## config.mk

```make
export PLATFORM = sky130hd
export DESIGN_NAME = door_access_scheduler
export DESIGN_NICKNAME = d
export VERILOG_FILES = /design/src/rtl/door_access_scheduler.sv
export SDC_FILE = /design/constraint.sdc
export NUM_CORES = 1
export LEC_CHECK = 0
export BUFFER_PORTS_ARGS = -buffer_cell sky130_fd_sc_hd__buf_2
export CAP_MARGIN = 30
export CORE_UTILIZATION = 52
export CTS_BUF_LIST = sky130_fd_sc_hd__clkbuf_4 sky130_fd_sc_hd__clkbuf_8
export CTS_CLUSTER_SIZE = 24
export DETAILED_ROUTE_END_ITERATION = 8
export PLACE_DENSITY = 0.76
export REMOVE_ABC_BUFFERS = 1
export SKIP_LAST_GASP = 1
export SYNTH_ARGS = -nofsm -noshare
export SYNTH_HDL_FRONTEND = slang
export SYNTH_SLANG_ARGS = --single-unit
```

## constraint.sdc

```tcl
create_clock -name clk -period 2.3 [get_ports clk]
set_input_delay 0.115 -clock clk [delete_from_list [all_inputs] [get_ports clk]]
set_output_delay 0.115 -clock clk [all_outputs]
set_load 0.02 [all_outputs]
```

## src/rtl/door_access_scheduler.sv

```systemverilog
// Door access scheduler: round-robin grant of one door among NPANEL keypads,
// code entry checking, door/alarm hold timers and lockout after repeated failures.
module door_access_scheduler #(
  parameter int NPANEL       = 4,
  parameter int DOOR_CYCLES  = 16,
  parameter int ALARM_CYCLES = 8,
  parameter int KEY_TIMEOUT  = 32,
  parameter int MAX_FAILS    = 3
) (
  input  logic                  clk,
  input  logic                  RESET,
  input  logic                  day,
  input  logic [NPANEL-1:0]     req,
  input  logic [NPANEL-1:0]     key_vld,
  input  logic [4*NPANEL-1:0]   key,
  output logic [NPANEL-1:0]     gnt,
  output logic                  door_open,
  output logic                  alarm,
  output logic                  lockout,
  output logic                  busy
);

  localparam int PW   = (NPANEL > 1) ? $clog2(NPANEL) : 1;
  localparam int T1   = (DOOR_CYCLES > ALARM_CYCLES) ? DOOR_CYCLES : ALARM_CYCLES;
  localparam int TMAX = (T1 > KEY_TIMEOUT) ? T1 : KEY_TIMEOUT;
  localparam int CW   = $clog2(TMAX + 1);
  localparam int FW   = $clog2(MAX_FAILS + 1);

  typedef enum logic [2:0] {IDLE, COLLECT, OPEN, ALARM, LOCKED} state_t;

  state_t            state_q;
  logic [NPANEL-1:0] gnt_q;
  logic [PW-1:0]     gidx_q, last_q;
  logic              night_q, mism_q, day_q;
  logic [2:0]        idx_q;
  logic [CW-1:0]     cnt_q;
  logic [FW-1:0]     fail_q;
  logic              door_q, alarm_q, lock_q, busy_q;

  logic              found_d;
  logic [PW-1:0]     sel_d, pos_c;
  logic              kv_c, mism_c, last_key_c;
  logic [3:0]        kd_c;

  function automatic logic [3:0] exp_digit(input logic night, input logic [2:0] i);
    if (!night) return 4'h1;
    case (i)
      3'd0:    return 4'h5;
      3'd1:    return 4'h3;
      3'd2:    return 4'hA;
      3'd3:    return 4'h1;
      default: return 4'h7;
    endcase
  endfunction

  // Search starts one past the last granted panel and wraps around.
  always_comb begin
    found_d = 1'b0;
    sel_d   = '0;
    pos_c   = '0;
    for (int i = 1; i <= NPANEL; i++) begin
      pos_c = PW'((int'(last_q) + i) % NPANEL);
      if (!found_d && req[pos_c]) begin
        found_d = 1'b1;
        sel_d   = pos_c;
      end
    end
  end

  always_comb begin
    kv_c       = key_vld[gidx_q];
    kd_c       = key[{gidx_q, 2'b00} +: 4];
    mism_c     = mism_q | (kd_c != exp_digit(night_q, idx_q));
    last_key_c = (idx_q == (night_q ? 3'd4 : 3'd3));
  end

  always_ff @(posedge clk or posedge RESET) begin
    if (RESET) begin
      state_q <= IDLE;
      gnt_q   <= '0;
      gidx_q  <= '0;
      last_q  <= PW'(NPANEL - 1);
      night_q <= 1'b0;
      mism_q  <= 1'b0;
      day_q   <= 1'b0;
      idx_q   <= '0;
      cnt_q   <= '0;
      fail_q  <= '0;
      door_q  <= 1'b0;
      alarm_q <= 1'b0;
      lock_q  <= 1'b0;
      busy_q  <= 1'b0;
    end else begin
      day_q <= day;
      case (state_q)
        IDLE: begin
          if (found_d) begin
            state_q <= COLLECT;
            gnt_q   <= NPANEL'(1) << sel_d;
            gidx_q  <= sel_d;
            last_q  <= sel_d;
            night_q <= ~day;
            idx_q   <= '0;
            mism_q  <= 1'b0;
            cnt_q   <= '0;
            busy_q  <= 1'b1;
          end
        end
        // Priority: request withdrawn, then key, then timeout.
        COLLECT: begin
          if (!req[gidx_q]) begin
            state_q <= IDLE;
            gnt_q   <= '0;
            busy_q  <= 1'b0;
          end else if (kv_c) begin
            cnt_q  <= '0;
            idx_q  <= idx_q + 3'd1;
            mism_q <= mism_c;
            if (last_key_c) begin
              gnt_q <= '0;
              if (mism_c) begin
                state_q <= ALARM;
                alarm_q <= 1'b1;
                fail_q  <= (fail_q == FW'(MAX_FAILS)) ? fail_q : fail_q + FW'(1);
              end else begin
                state_q <= OPEN;
                door_q  <= 1'b1;
              end
            end
          end else if (cnt_q == CW'(KEY_TIMEOUT - 1)) begin
            state_q <= ALARM;
            gnt_q   <= '0;
            cnt_q   <= '0;
            alarm_q <= 1'b1;
            fail_q  <= (fail_q == FW'(MAX_FAILS)) ? fail_q : fail_q + FW'(1);
          end else begin
            cnt_q <= cnt_q + CW'(1);
          end
        end
        OPEN: begin
          if (cnt_q == CW'(DOOR_CYCLES - 1)) begin
            state_q <= IDLE;
            door_q  <= 1'b0;
            busy_q  <= 1'b0;
            fail_q  <= '0;
            cnt_q   <= '0;
          end else begin
            cnt_q <= cnt_q + CW'(1);
          end
        end
        ALARM: begin
          if (cnt_q == CW'(ALARM_CYCLES - 1)) begin
            alarm_q <= 1'b0;
            cnt_q   <= '0;
            if (fail_q == FW'(MAX_FAILS)) begin
              state_q <= LOCKED;
              lock_q  <= 1'b1;
            end else begin
              state_q <= IDLE;
              busy_q  <= 1'b0;
            end
          end else begin
            cnt_q <= cnt_q + CW'(1);
          end
        end
        LOCKED: begin
          if (day && !day_q) begin
            state_q <= IDLE;
            lock_q  <= 1'b0;
            busy_q  <= 1'b0;
            fail_q  <= '0;
          end
        end
        default: begin
          state_q <= IDLE;
          gnt_q   <= '0;
          door_q  <= 1'b0;
          alarm_q <= 1'b0;
          lock_q  <= 1'b0;
          busy_q  <= 1'b0;
        end
      endcase
    end
  end

  assign gnt       = gnt_q;
  assign door_open = door_q;
  assign alarm     = alarm_q;
  assign lockout   = lock_q;
  assign busy      = busy_q;

endmodule

```

* Word-level counts from Yosys, hierarchy flattened
Index checks and enable logic that the tools add are counted.
Storage, ports and cells: logic and storage cells 176, bits of input ports 27, register bits 29
Cells by class: add/subtract/negate cells 7, mux-type cells 86, reductions and logical operators 27, $lt $le $gt $ge 5, equal/unequal tests 29, shift-type cells 2, bitwise logic cells 6
Operators with widths (number):
- $mux W3 | 13
- $mux W6 | 6
- $mux W1 | 32
- $mux W2 | 12
- $mux W4 | 6
- $pmux W6 S4 | 1
- $reduce_and A6 Y1 | 4
- $ne A2 B2 Y1 const B | 11
- $pmux W4 S4 | 1
- $shiftx A16 B5 Y4 | 1
- $lt A2 B3 Y1 const B | 5
- $pmux W3 S5 | 1
- $bmux W1 S2 | 6
- $eq A3 B2 Y1 const B | 4
- $pmux W4 S3 | 1
- $reduce_and A4 Y1 | 3
- $reduce_or A3 Y1 | 4
- $ne A3 B3 Y1 const B | 3
- $pmux W1 S3 | 3
- $ne A4 B4 Y1 const B | 2
- $reduce_and A7 Y1 | 1
- $add A2 B1 Y2 const B | 3
- $add A6 B1 Y6 const B | 1
- $eq A3 B1 Y1 const B | 2
- 24 further kinds | 36

* Longest topological paths before layout
depth in word-level cells 16, gate-level depth with buffers 9

* Worst setup path before layout
OpenSTA, ideal clock, no wires.
kind register -> register, from register idx_q[0], to register fail_q[0], data required time 2.172 ns, path buffers 0, arrival 2.151 ns, setup time 0.128 ns, slack 0.022 ns, cell stages (with the launch flop) 9, cells stage by stage dfrtp_1 ha_1 ha_1 nor4_1 xnor2_1 nor2_1 and4_4 a311oi_2 mux2_1
On the way: longest elaborated chain between the ends 7, elaborated cells on any way between the ends 12
Ends and longest elaborated chain:
- from (decl) | line 35 | logic [2:0] idx_q;
- from (signal assigned) | line 117 | idx_q <= idx_q + 3'd1;
- $eq A3 B2 Y1, or another cell as far along | line 47 | case (i)
- $pmux W4 S4 | line 47
- $mux W4 | line 47
- $ne A4 B4 Y1 | line 73 | mism_c = mism_q | (kd_c != exp_digit(night_q, idx_q));
- $or A1 B1 Y1 | line 73
- $ne A3 B3 Y1 (no source line)
- $reduce_and A7 Y1 (no source line) *
- to (signal assigned) | line 124 | fail_q <= (fail_q == FW'(MAX_FAILS)) ? fail_q : fail_q + FW'(1);
- to (signal assigned) | line 135 | fail_q <= (fail_q == FW'(MAX_FAILS)) ? fail_q : fail_q + FW'(1);
- to (decl) | line 37 | logic [FW-1:0] fail_q;
Every way passes the cells marked *; elsewhere a longest branch is shown, timed or not. A chain may end at the register's enable or synchronous reset.

* Final worst setup path
from register gidx_q[0], to register fail_q[0]
On the way: longest elaborated chain between the ends 5, elaborated cells on any way between the ends 15
Ends and longest elaborated chain:
- from (decl) | line 33 | logic [PW-1:0] gidx_q, last_q;
- from (signal assigned) | line 100 | gidx_q <= sel_d;
- $shiftx A16 B5 Y4 or $bmux W1 S2 (tied branches) | line 72, 71
- $ne A4 B4 Y1 or $mux W1 (tied branches) | line 73, 71
- $or A1 B1 Y1 or $mux W2 (tied branches) | line 73, 115
- $ne A3 B3 Y1 (no source line) or $mux W2 (tied branches)
- $reduce_and A7 Y1 (no source line) or $pmux W2 S3 (tied branches)
Several ways; a longest one is shown, not always the timed one. The select of a mux whose other input is x is not followed.

==> implementation parameters <==
Parameter                              Value

Setup path
  CP Data Required Time ... 2.47 ns
  Crit. End Element ... flip-flop
  Crit-path max cell delay ... 0.40 ns
  CP Class ... flip-flop to flip-flop
  Arrival time worst endpoint ... 2.40 ns
  Worst path cell trace ... buf_6, mux4_2, nor3_2, and2_4, or3_4, a311oi_4, mux2_4
  Dominant delay contributor by cell family on the critical path ... multiplexers
  Category of the worst setup path launch point ... flip-flop
  Buffer and inverter count on the worst path ... 1
  Highest-delay cell along the critical path ... sky130_fd_sc_hd__dfrtp_1
  Largest fanout of any net on the critical path ... 3

Clocking
  Root cell of the clock tree ... sky130_fd_sc_hd__clkbuf_8
  Insertion delay of the later-clocked pin in the worst-skew pair ... 0.28 ns
  H-tree levels ... 2
  CTS buffer count ... 5
  TritonCTS clock tree ... done
  CTS max path bufs ... 2
  Clock transition at the registers of the reported paths ... 0.06 ns
  Number of clock sinks ... 29

Global route
  Combined global-route utilization of all metal layers ... 0.265
  Pin count of the biggest net entering global routing ... 30
  Global-route wire length before repair ... 8310 um
  Number of global-route vias before repair ... 1866
  Residual overflow from global routing ... 0
  Antenna violations before repair ... 0

Placed design
  Post-Place Worst Slack ... -0.123 ns
  GPL Wtd Cong ... 0.895
  Placed wire-length estimate ... 3660 um
  Quantity of I/O buffers inserted on ports ... 34
  Placed cells ... 308

STA
  Sum of negative setup slack ... 0 ns
  Total count of max-transition violations in the final report ... 0
  Final number of hold-violating endpoints ... 0
  Hold WS ... 0.350 ns
  Tmin final ... 2.23 ns
  Highest clock rate ... 0.448 GHz
  Final clock period utilization by the worst path ... 0.970
  Slew of the pin with the lowest slew margin ... 0.547 ns
  Setup clock skew after layout ... 0.00454 ns
  Worst slew slack as a fraction of its limit ... 0.632
  Final-report setup violation count ... 0
  Minimum setup slack in the final design ... 0.0691 ns

Floorplan
  Die area ... 4020 sq um
  Number of core rows ... 21
  Placeable core region ... 3470 sq um
  Die height ... 63.4 um
  Horizontal extent of the die ... 63.4 um
  Effective utilization at floorplan ... 0.566
  Io pins ... 35

Layout
  Antenna Diode Count ... 0
  Area growth from synthesis to layout ... 28.4%
  Final Instance Count excl. Fillers ... 322
  Net count of the finished layout ... 309
  Number of filler cells placed in the layout ... 288
  Ratio of cells with drive above 1 in the final layout ... 0.362

Logic synthesis
  Post-Syn Area ... 1960 sq um
  Area leader, netlist ... sky130_fd_sc_hd__dfrtp_1
  Yosys warns ... 0
  FF+latch count, synth ... 29
  Proportion of netlist area held by the largest area contributor ... 0.344
  Ranking of synthesized cells by area ... sky130_fd_sc_hd__dfrtp_1 34%, sky130_fd_sc_hd__mux4_1 5.4%, sky130_fd_sc_hd__nand2_1 4.6%
  Sequential cell area fraction in the yosys report ... 0.371
  Number of instances in the synthesized netlist ... 213
  Number of unique standard cell types used by synthesis ... 50
  FFs w/ async S/R, synth ... 1.00
  Count of flip-flops with a built-in enable after synthesis ... 0
  Post-Synthesis Mean Instance Area ... 9.21 sq um
  Most instantiated flip-flop cell in the synthesis netlist ... sky130_fd_sc_hd__dfrtp_1

Routing
  Average wire per standard cell ... 15.1 um
  Via Count ... 1897
  Starting DRT DRC Count ... 130
  Antenna-violating nets left ... 0
  Drc violations ... 0
  TritonRoute pass-1 iters ... 4
  Detail-routed via count per cell ... 5.89
  Total detailed-routing wirelength ... 4850 um

Flow run
  Number of violations of the max-capacitance limit ... 0

Power and ir drop
  Peak supply drop ... 849 uV
  Power per Cell Area ... 1280 nW/um^2
  Total leakage power ... 0.00119 uW

Hold path
  Worst hold-check path type ... primary input to flip-flop

Status
  Result of the run ... finished clean
[power by group]
| part | switching [uW] | total [uW] | internal, uW | leakage, uW |
|---|---|---|---|---|
| logic | 950 | 1850 | 904 | 0.000778 |
| clock network | 192 | 462 | 270 | 0.0000542 |
| registers | 187 | 905 | 718 | 0.000361 |
[cell usage in the layout, fill, tap and decap left out, drive strengths merged, types with 2 or more instances in the layout]
master and instances:
nor3 5, a211o 2, nor2 23, ha 7, xnor2 2, inv 10
xor2 2, mux2 2, nor4 5, o21ai 15, dlygate4sd3 2, nand2 24
clkbuf 7, dfstp 2, a21o 6, nand3 6, a21oi 15, nand3b 4
nor2b 2, a32o 2, nand2b 4, dfrtp 27, a211oi 2, o21ba 2
o31ai 5, a22o 2, mux4 6, a31oi 4, buf 62
[metal layers]
layer | routed length (um) | track usage
met1 | 2190 | 0.330
met2 | 2350 | 0.436
met5 | 0 | 0
met3 | 221 | 0.0598
met4 | 93 | 0.114
[flip-flops by register name (all words and copies together) (netlist names), 2 cells and up]
name,cells
gnt,4
last_q,2
cnt_q,6
state_q,3
fail_q,2
idx_q,3
gidx_q,2
[layout make-up]
class / instances / area (sq um) / share of cell area
multi-input combinational: 165 / 1190 / 0.472
clock buffer: 7 / 96.3 / 0.0382
timing repair buffer: 64 / 404 / 0.160
sequential: 29 / 731 / 0.290
tap: 46 / 57.6 / 0.0228
inverter: 10 / 37.5 / 0.0149
clock inverter: 1 / 5.00 / 0.00199
[cells by family (layout without fill, tap and decap cells)]
group                    after synthesis  in the layout  synth area share
AND/OR/NAND/NOR                       80             80             0.202
AO/OA/AOI/OAI                         65             65             0.222
flip-flops                            29             29             0.371
buffers and inverters                 19             82            0.0491
multiplexers                           9              9            0.0931
adder cells (fa/ha/maj)                7              7            0.0446
XOR/XNOR                               4              4            0.0179
[worst min-delay path, stage by stage]
cell and delay [ns]:
sky130_fd_sc_hd__buf_2 0.11, sky130_fd_sc_hd__o21ai_0 0.18, sky130_fd_sc_hd__nand2_1 0.10, sky130_fd_sc_hd__o21ai_0 0.07
[final timing paths]
check	startpoint	end	slack, ns	depth (start not counted)
min reg2reg	gnt[1]$_DFFE_PP0P_	gnt[1]$_DFFE_PP0P_	0.49	2
max reg2reg	gidx_q[0]$_DFFE_PP0P_	fail_q[0]$_DFFE_PP0P_	0.07	7
max in group asynchronous	RESET	last_q[0]$_DFFE_PP1P_	1.53	4
max	gidx_q[0]$_DFFE_PP0P_	fail_q[0]$_DFFE_PP0P_	0.07	7
min in group asynchronous	RESET	state_q[2]$_DFFE_PP0P_	0.45	4
min	req[2]	gnt[1]$_DFFE_PP0P_	0.35	4
[Yosys cell counts (all sizes together) (4+ instances only)]
cell type	n
nor3	5
buf	4
o31ai	5
nand2b	4
nor2	23
mux4	6
dfrtp	27
o21ai	15
nand3b	4
nand3	6
nor4	5
ha	7
inv	10
a21o	6
nand2	24
a31oi	4
clkbuf	5
a21oi	15
[through the flow]
step                cell area [sq um]   util  total power (uW)
global route                     2520  0.727              3480
floorplan                        1900      -              1990
detailed placement               2310  0.666              2580
finish                           2520  0.727              3220
CTS                              2480  0.716              3140
global placement                 2310  0.666              2540
[repair_timing]
item                                    in CTS  in global routing
gates resized for setup                      7                 15
gates cloned                                 0                  0
hold buffers                                 2                  0
endpoints found under the setup margin       3                  5
hold endpoints to repair                    28                  0
buffers inserted                             2                  2
pin swaps                                    3                  7
Note: power is estimated with default switching activity, not from simulation.
